`src/rtl/spi_cmd.sv`:
```
// SPI command decoder: turns the spi_byte receive stream into memory-bus
// read/write requests in the system clock domain.
module spi_cmd (
  input  logic       clk_sys_i,
  input  logic       reset_i,
  input  logic       spi_cs_ni,
  input  logic [7:0] spi_rx_byte_i,
  input  logic       spi_rx_valid_i,
  output logic [7:0] spi_tx_byte_o,
  output logic [15:0] addr_o,
  output logic [7:0] data_o,
  output logic       we_o,
  output logic       pending_o,
  input  logic       done_i,
  input  logic [7:0] data_i,
  output logic       overrun_o
);

  localparam int unsigned ADDR_W = 16;
  localparam int unsigned BYTE_W = 8;
  localparam int unsigned OP_W   = 2;

  localparam logic [OP_W-1:0] OP_WRITE      = 2'b00;
  localparam logic [OP_W-1:0] OP_READ       = 2'b01;
  localparam logic [OP_W-1:0] OP_WRITE_NEXT = 2'b10;
  localparam logic [OP_W-1:0] OP_READ_NEXT  = 2'b11;

  typedef enum logic [2:0] {
    ST_CMD,
    ST_ADDR_HI,
    ST_ADDR_LO,
    ST_DATA,
    ST_PENDING
  } state_t;

  state_t              state_q, state_d;
  logic [OP_W-1:0]     op_q, op_d;
  logic [ADDR_W-1:0]   addr_d;
  logic [BYTE_W-1:0]   data_d;
  logic [BYTE_W-1:0]   tx_d;
  logic                we_d;
  logic                pending_d;
  logic                overrun_d;

  logic [1:0] rx_sync_q;
  logic       rx_prev_q;
  logic       byte_evt_q;
  logic [1:0] cs_sync_q;
  logic       cs_prev_q;
  logic       cs_rise_q;
  logic       cs_fall_q;

  // 2-FF synchronizers plus a registered edge detect, so a byte event lands
  // three cycles after valid rises while the byte is still held stable.
  always_ff @(posedge clk_sys_i) begin
    if (reset_i) begin
      rx_sync_q  <= 2'b00;
      rx_prev_q  <= 1'b0;
      byte_evt_q <= 1'b0;
      cs_sync_q  <= 2'b11;
      cs_prev_q  <= 1'b1;
      cs_rise_q  <= 1'b0;
      cs_fall_q  <= 1'b0;
    end else begin
      rx_sync_q  <= {rx_sync_q[0], spi_rx_valid_i};
      rx_prev_q  <= rx_sync_q[1];
      byte_evt_q <= rx_sync_q[1] & ~rx_prev_q;
      cs_sync_q  <= {cs_sync_q[0], spi_cs_ni};
      cs_prev_q  <= cs_sync_q[1];
      cs_rise_q  <= cs_sync_q[1] & ~cs_prev_q;
      cs_fall_q  <= ~cs_sync_q[1] & cs_prev_q;
    end
  end

  // State and registered outputs.
  always_ff @(posedge clk_sys_i) begin
    if (reset_i) begin
      state_q       <= ST_CMD;
      op_q          <= OP_WRITE;
      addr_o        <= '0;
      data_o        <= '0;
      we_o          <= 1'b0;
      pending_o     <= 1'b0;
      spi_tx_byte_o <= '0;
      overrun_o     <= 1'b0;
    end else begin
      state_q       <= state_d;
      op_q          <= op_d;
      addr_o        <= addr_d;
      data_o        <= data_d;
      we_o          <= we_d;
      pending_o     <= pending_d;
      spi_tx_byte_o <= tx_d;
      overrun_o     <= overrun_d;
    end
  end

  // Command parser; a byte arriving while a request is outstanding is lost.
  always_comb begin
    state_d   = state_q;
    op_d      = op_q;
    addr_d    = addr_o;
    data_d    = data_o;
    we_d      = we_o;
    tx_d      = spi_tx_byte_o;
    overrun_d = overrun_o;

    if (cs_fall_q) begin
      overrun_d = 1'b0;
    end

    unique case (state_q)
      ST_CMD: begin
        if (byte_evt_q) begin
          op_d = spi_rx_byte_i[7:6];
          unique case (spi_rx_byte_i[7:6])
            OP_WRITE, OP_READ: state_d = ST_ADDR_HI;
            OP_WRITE_NEXT: begin
              addr_d  = addr_o + ADDR_W'(1);
              state_d = ST_DATA;
            end
            OP_READ_NEXT: begin
              addr_d  = addr_o + ADDR_W'(1);
              we_d    = 1'b0;
              state_d = ST_PENDING;
            end
            default: state_d = ST_CMD;
          endcase
        end
      end

      ST_ADDR_HI: begin
        if (cs_rise_q) begin
          state_d = ST_CMD;
        end else if (byte_evt_q) begin
          addr_d[15:8] = spi_rx_byte_i;
          state_d      = ST_ADDR_LO;
        end
      end

      ST_ADDR_LO: begin
        if (cs_rise_q) begin
          state_d = ST_CMD;
        end else if (byte_evt_q) begin
          addr_d[7:0] = spi_rx_byte_i;
          if (op_q == OP_READ) begin
            we_d    = 1'b0;
            state_d = ST_PENDING;
          end else begin
            state_d = ST_DATA;
          end
        end
      end

      ST_DATA: begin
        if (cs_rise_q) begin
          state_d = ST_CMD;
        end else if (byte_evt_q) begin
          data_d  = spi_rx_byte_i;
          we_d    = 1'b1;
          state_d = ST_PENDING;
        end
      end

      ST_PENDING: begin
        if (byte_evt_q) begin
          overrun_d = 1'b1;
        end
        if (done_i) begin
          if (!we_o) begin
            tx_d = data_i;
          end
          state_d = ST_CMD;
        end
      end

      default: state_d = ST_CMD;
    endcase

    pending_d = (state_d == ST_PENDING);
  end

endmodule

```
`config.mk`:
```
export PLATFORM = sky130hd
export DESIGN_NAME = spi_cmd
export DESIGN_NICKNAME = d
export VERILOG_FILES = /design/src/rtl/spi_cmd.sv
export SDC_FILE = /design/constraint.sdc
export NUM_CORES = 1
export LEC_CHECK = 0
export ABC_AREA = 1
export CAP_MARGIN = 15
export CORE_MARGIN = 3
export CORE_UTILIZATION = 40
export DETAILED_ROUTE_END_ITERATION = 7
export GPL_ROUTABILITY_DRIVEN = 0
export GPL_TIMING_DRIVEN = 1
export PLACE_DENSITY = 0.67
export RECOVER_POWER = 50
export SYNTH_ARGS = -nofsm -noshare
export SYNTH_HDL_FRONTEND = slang
export SYNTH_SLANG_ARGS = --single-unit
```
`constraint.sdc`:
```
create_clock -name clk_sys_i -period 2.42 [get_ports clk_sys_i]
set_input_delay 0.726 -clock clk_sys_i [delete_from_list [all_inputs] [get_ports clk_sys_i]]
set_output_delay 0.726 -clock clk_sys_i [all_outputs]
set_load 0.02 [all_outputs]
```
# Yosys cells after proc, flatten, opt, wreduce, memory -nomap -nowiden
# Cells that the tools add are included.
totals:
  input_bits: 21
  regBits: 49
  out_inout_bits: 35
  wordCells: 85
op_classes:
  muxes: 28
  n_reduce_logical: 13
  n_eq_ne: 19
  bitwise_logic: 8
  n_addsub: 1
ops:
  columns: ["op", "n"]
  rows:
  - ["16-bit two-way mux", 2]
  - ["8-bit case mux with 2 select lines", 2]
  - ["3-bit two-way mux", 9]
  - ["2-bit inequality test (second input constant)", 9]
  - ["16-bit by 1-bit adder with 16-bit output (second input constant)", 1]
  - ["8-bit two-way mux", 2]
  - ["3-bit case mux with 5 select lines", 1]
  - ["1-bit two-way mux", 10]
  - ["5-bit AND reduction", 2]
  - ["3-bit case mux with 3 select lines", 1]
  - ["8-bit AND reduction", 1]
  - ["3-bit by 2-bit equality test with 1-bit output (second input constant)", 2]
  - ["3-bit equality test (second input constant)", 2]
  - ["3-bit AND reduction", 2]
  - ["1-bit NOT", 5]
  - ["2-bit by 1-bit equality test with 1-bit output (second input constant)", 2]
  - ["2-bit equality test (second input constant)", 2]
  - ["2-bit nonzero test", 2]
  - ["2-bit OR reduction", 2]
  - ["1-bit AND", 3]
  - ["3-bit by 1-bit equality test with 1-bit output (second input constant)", 1]
  - ["3-bit zero test", 1]
  - ["1-bit case mux with 3 select lines", 1]
  - ["3-bit nonzero test", 1]
  - ["other kinds (3)", 3]

# Depth between registers and ports, before layout
depth:
  word_depth: 6
  ltp_mapped: 8

# Worst setup path before layout
# No wires, ideal clock.
synth_path:
  path_kind: "register -> register"
  start: "register addr_o[1]"
  end: "register addr_o[12]"
  n_path_buf: 0
  required_ns: 2.288
  stages_incl_launch_ff: 9
  arrival_time_ns: 1.404
  setup_time_ns: 0.132
  setup_slack_ns: 0.884
  cell_sequence: "dfxtp_1 > ha_1 > nand3_1 > nor2_1 > nand3_1 > nand2_1 > nand3_1 > nand2_1 > a21oi_1"
synth_between:
  elab_chain_len: 4
synth_rtl:
  columns: ["item", "line", "rtl"]
  rows:
  - ["from (decl)", "10", "output logic [15:0] addr_o,"]
  - ["from (signal assigned)", "89", "addr_o <= addr_d;"]
  - ["16-bit by 1-bit adder with 16-bit output", "119, 123", null]
  - ["16-bit two-way mux", null, null]
  - ["16-bit two-way mux", "114", "if (byte_evt_q) begin"]
  - ["8-bit case mux with 2 select lines", "112", "unique case (state_q)"]
# Every way passes these cells. The select of a mux whose other input is x is not followed.
# A chain may end at the register's enable or synchronous reset.

# Worst setup path after layout
layout_path:
  start: "input port spi_rx_byte_i[7]"
  end: "register addr_o[11]"
layout_between:
  elab_chain_len: 4
  word_cells_on_any_way: 5
  classes_between: "eq/ne (3); reduce/logical (2)"
layout_rtl:
  columns: ["item", "line", "rtl"]
  rows:
  - ["from (decl)", "7", "input logic [7:0] spi_rx_byte_i,"]
  - ["2-bit equality test", "116", "unique case (spi_rx_byte_i[7:6])"]
  - ["2-bit OR reduction (no line) *", null, null]
  - ["2-bit inequality test (no line) *", null, null]
  - ["5-bit AND reduction (no line) *", null, null]
# Mark *: on every way between the ends. The rest lies on a longest branch, timed or not.

==> flow_summary.toml <==
[cells_and_area]
antenna_cells = 0
final_area_um2 = 3060
nNetsFinal = 424
fin_cells = 475
area_growth_pct = 31.5
post-route-util_pct = 54.9
post_route_cells_drive_above_1_share_pct = 6.45

[route]
route.detailed.wl_per_inst_um = 12.3
num_vias = 2363
ant_nets = 0
wl_um = 5860
drc_errors = 0
drt-initial-drc-count = 177
dr.pass1.iters = 4
vias_per_cell = 4.97

[clocking]
cts_resized = 0
cts_num_sinks = 49
cts_tree = "built"
cts-hold-fix-buffers = 0
cts_buffer_depth = 2
htreeDepth = 2
clk_pin_slew_worst_paths_ns = 0.09
numCtsBuffers = 5
cts_setup_buffers = 0
clk_latency_ns = 0.31
cts-root-buf = "clkbuf_8"

[critical_path]
cp-start-kind = "input port"
cp_slowest_cell = "clkdlybuf4s50_1"
crit_required_ns = 2.57
crit_arrival_ns = 2.32
max_stage_delay_ns = 0.51
end_kind = "register"
r2r-start = "addr_o[1]$_SDFFE_PP0P_"
crit_chain = "clkdlybuf4s50_1, inv_1, nand2_1, nand2_2, nor2_1, inv_1, nand2_1, a21oi_1"
path_max_fanout = 7
rr_endpoint = "addr_o[12]$_SDFFE_PP0P_"
critical_path_class = "input port to register"
ff2ff_path_depth = 8
reg2reg_slack_ns = 0.67

[yosys]
synth_fp_nets = 366
avgSynthCellArea_um2 = 6.76
synthCells = 344
synth_top_cell_by_area = "dfxtp_1"
ys_seq_area_share_pct = 42.2
syn-cell-area_um2 = 2330
synth_cell_types = 28
synth_area_leaders = "dfxtp_1 42%, nor2_1 11%, nand2_1 11%"
yosys_warnings = 0
synthArstFlopShare_pct = 0
synth.top_cell.area_share_pct = 42.2
ys_ff_latch = 49
synthFlopType = "dfxtp_1"
synth_edf_count = 0
yosysMostFrequentCell = "nor2_1"
synth_common_cells = "71 x nor2_1, 68 x nand2_1, 49 x dfxtp_1"

[power]
leakage_nw = 1.20
p_total_mw = 1.57
power.density_nw_per_um2 = 513
max-vdd-ir-drop_mv = 0.308

[place]
pre_cts_ws_ns = 0.319
dpl-instance-area_um2 = 2950
portBuffers = 55
dpl.cell_count = 467
dpl.hpwl_um = 4380

[min_path]
hold_start = "rx_prev_q$_SDFF_PP0_"
hold_path_class = "register to register"
min_path_cells = 1
worstHoldEndpoint = "byte_evt_q$_SDFF_PP0_"

[floorplan]
rows = 27
core-area_um2 = 5570
dieArea_um2 = 6770
start_util_pct = 41.7
ios = 56
dieHeight_um = 82.3
die_w_um = 82.3

[timing]
slew_headroom_pct = 36.3
slew_violations = 0
tightest_slew_ns = 0.955
maxClockFrequency_ghz = 0.462
rsz0062_at_grt = "false"
setup_ws_ns = 0.253
fin_hold_ws_ns = 0.397
skew_ns = 0.00723
period_minus_slack_ns = 2.17
tns_ns = 0
layout_worst_path_cycle_share_pct = 89.5
setup_viol = 0
hold_viol_final = 0

[grt]
grt_pass1_wl_um = 9630
first_global_vias = 2076
grt_overflow = 0
track_usage_pct = 18.2
grt_max_degree = 27
grt_antenna_before_repair = 0

[run]
max_cap_viol_count = 0

[outcome]
status = "complete, no violations"
==> worst max-delay path, delay by kind of cell <==
kind                   cells  cell delay (ns)
buffers and inverters      3             0.80
AND/OR/NAND/NOR            4             0.72
AO/OA/AOI/OAI              1             0.06
==> cells in the final DEF (no fill, tap or decap) <==
cell type / count
nor2_1: 72
nand2_1: 68
clkdlybuf4s50_1: 53
dfxtp_1: 49
inv_1: 31
o21ai_0: 24
a21oi_1: 24
nand3_1: 20
nor3_1: 11
nand4_1: 8
clkbuf_8: 6
inv_2: 4
nand2_2: 4
o21ai_1: 4
or2_2: 3
or2_0: 3
o31ai_1: 2
dlygate4sd3_1: 2
buf_4: 2
nor2_4: 1
xor2_1: 1
o21a_1: 1
o211a_1: 1
nor2_2: 1
o21ai_2: 1
nor3_2: 1
a211oi_1: 1
nand4_2: 1
ha_1: 1
bufinv_16: 1
inv_8: 1
clkbuf_1: 1
==> routing by layer <==
| layer | wire length (um) | GRT usage, % | vias up |
|---|---|---|---|
| met4 | 76 | 6.31 | 0 |
| met1 | 2780 | 23.0 | 1080 |
| li1 | - | - | 1229 |
| met5 | 0 | 0 | - |
| met2 | 2750 | 30.6 | 46 |
| met3 | 254 | 3.90 | 8 |
==> worst max-delay path by stage <==
stage / startpoint / endpoint / cells after the start
final: spi_rx_byte_i[7] / addr_o[11]$_SDFFE_PP0P_ / 8
after global routing: spi_rx_byte_i[7] / addr_o[12]$_SDFFE_PP0P_ / 8
after CTS: addr_o[7]$_SDFFE_PP0P_ / addr_o[7] / 1
after detailed placement: spi_rx_byte_i[7] / addr_o[5]$_SDFFE_PP0P_ / 7
after global placement: spi_rx_byte_i[7] / addr_o[1]$_SDFFE_PP0P_ / 7
after floorplan: addr_o[1]$_SDFFE_PP0P_ / addr_o[12]$_SDFFE_PP0P_ / 8
==> cells by family after synthesis <==
family / share of synthesized area [%]
buffers and inverters: 7.48
AO/OA/AOI/OAI: 13.3
XOR/XNOR: 0.377
AND/OR/NAND/NOR: 36.1
adder cells (fa/ha/maj): 0.538
flip-flops: 42.2
==> state kept, by name, summed over array words and instances (netlist names) <==
signal / cells
rx_prev_q: 1
state_q: 3
op_q: 2
we_o: 1
rx_sync_q: 2
byte_evt_q: 1
data_o: 8
spi_tx_byte_o: 8
pending_o: 1
addr_o: 16
cs_fall_q: 1
cs_sync_q: 2
cs_rise_q: 1
cs_prev_q: 1
overrun_o: 1
==> report_power, final <==
group          internal [mW]  switching [mW]
logic                 0.0524          0.0611
registers              0.816         0.00766
clock network          0.344           0.289
==> final cells by class <==
cell class / count / area (um^2)
inverters: 35 / 131
repair buffers: 58 / 569
clock buffers: 6 / 82.6
multi-input cells: 253 / 1160
clock inverters: 2 / 41.3
well taps: 72 / 90.1
fillers: 571 / 2510
flip-flops and latches: 49 / 981
No activity file was read; power rests on OpenSTA's default activity.
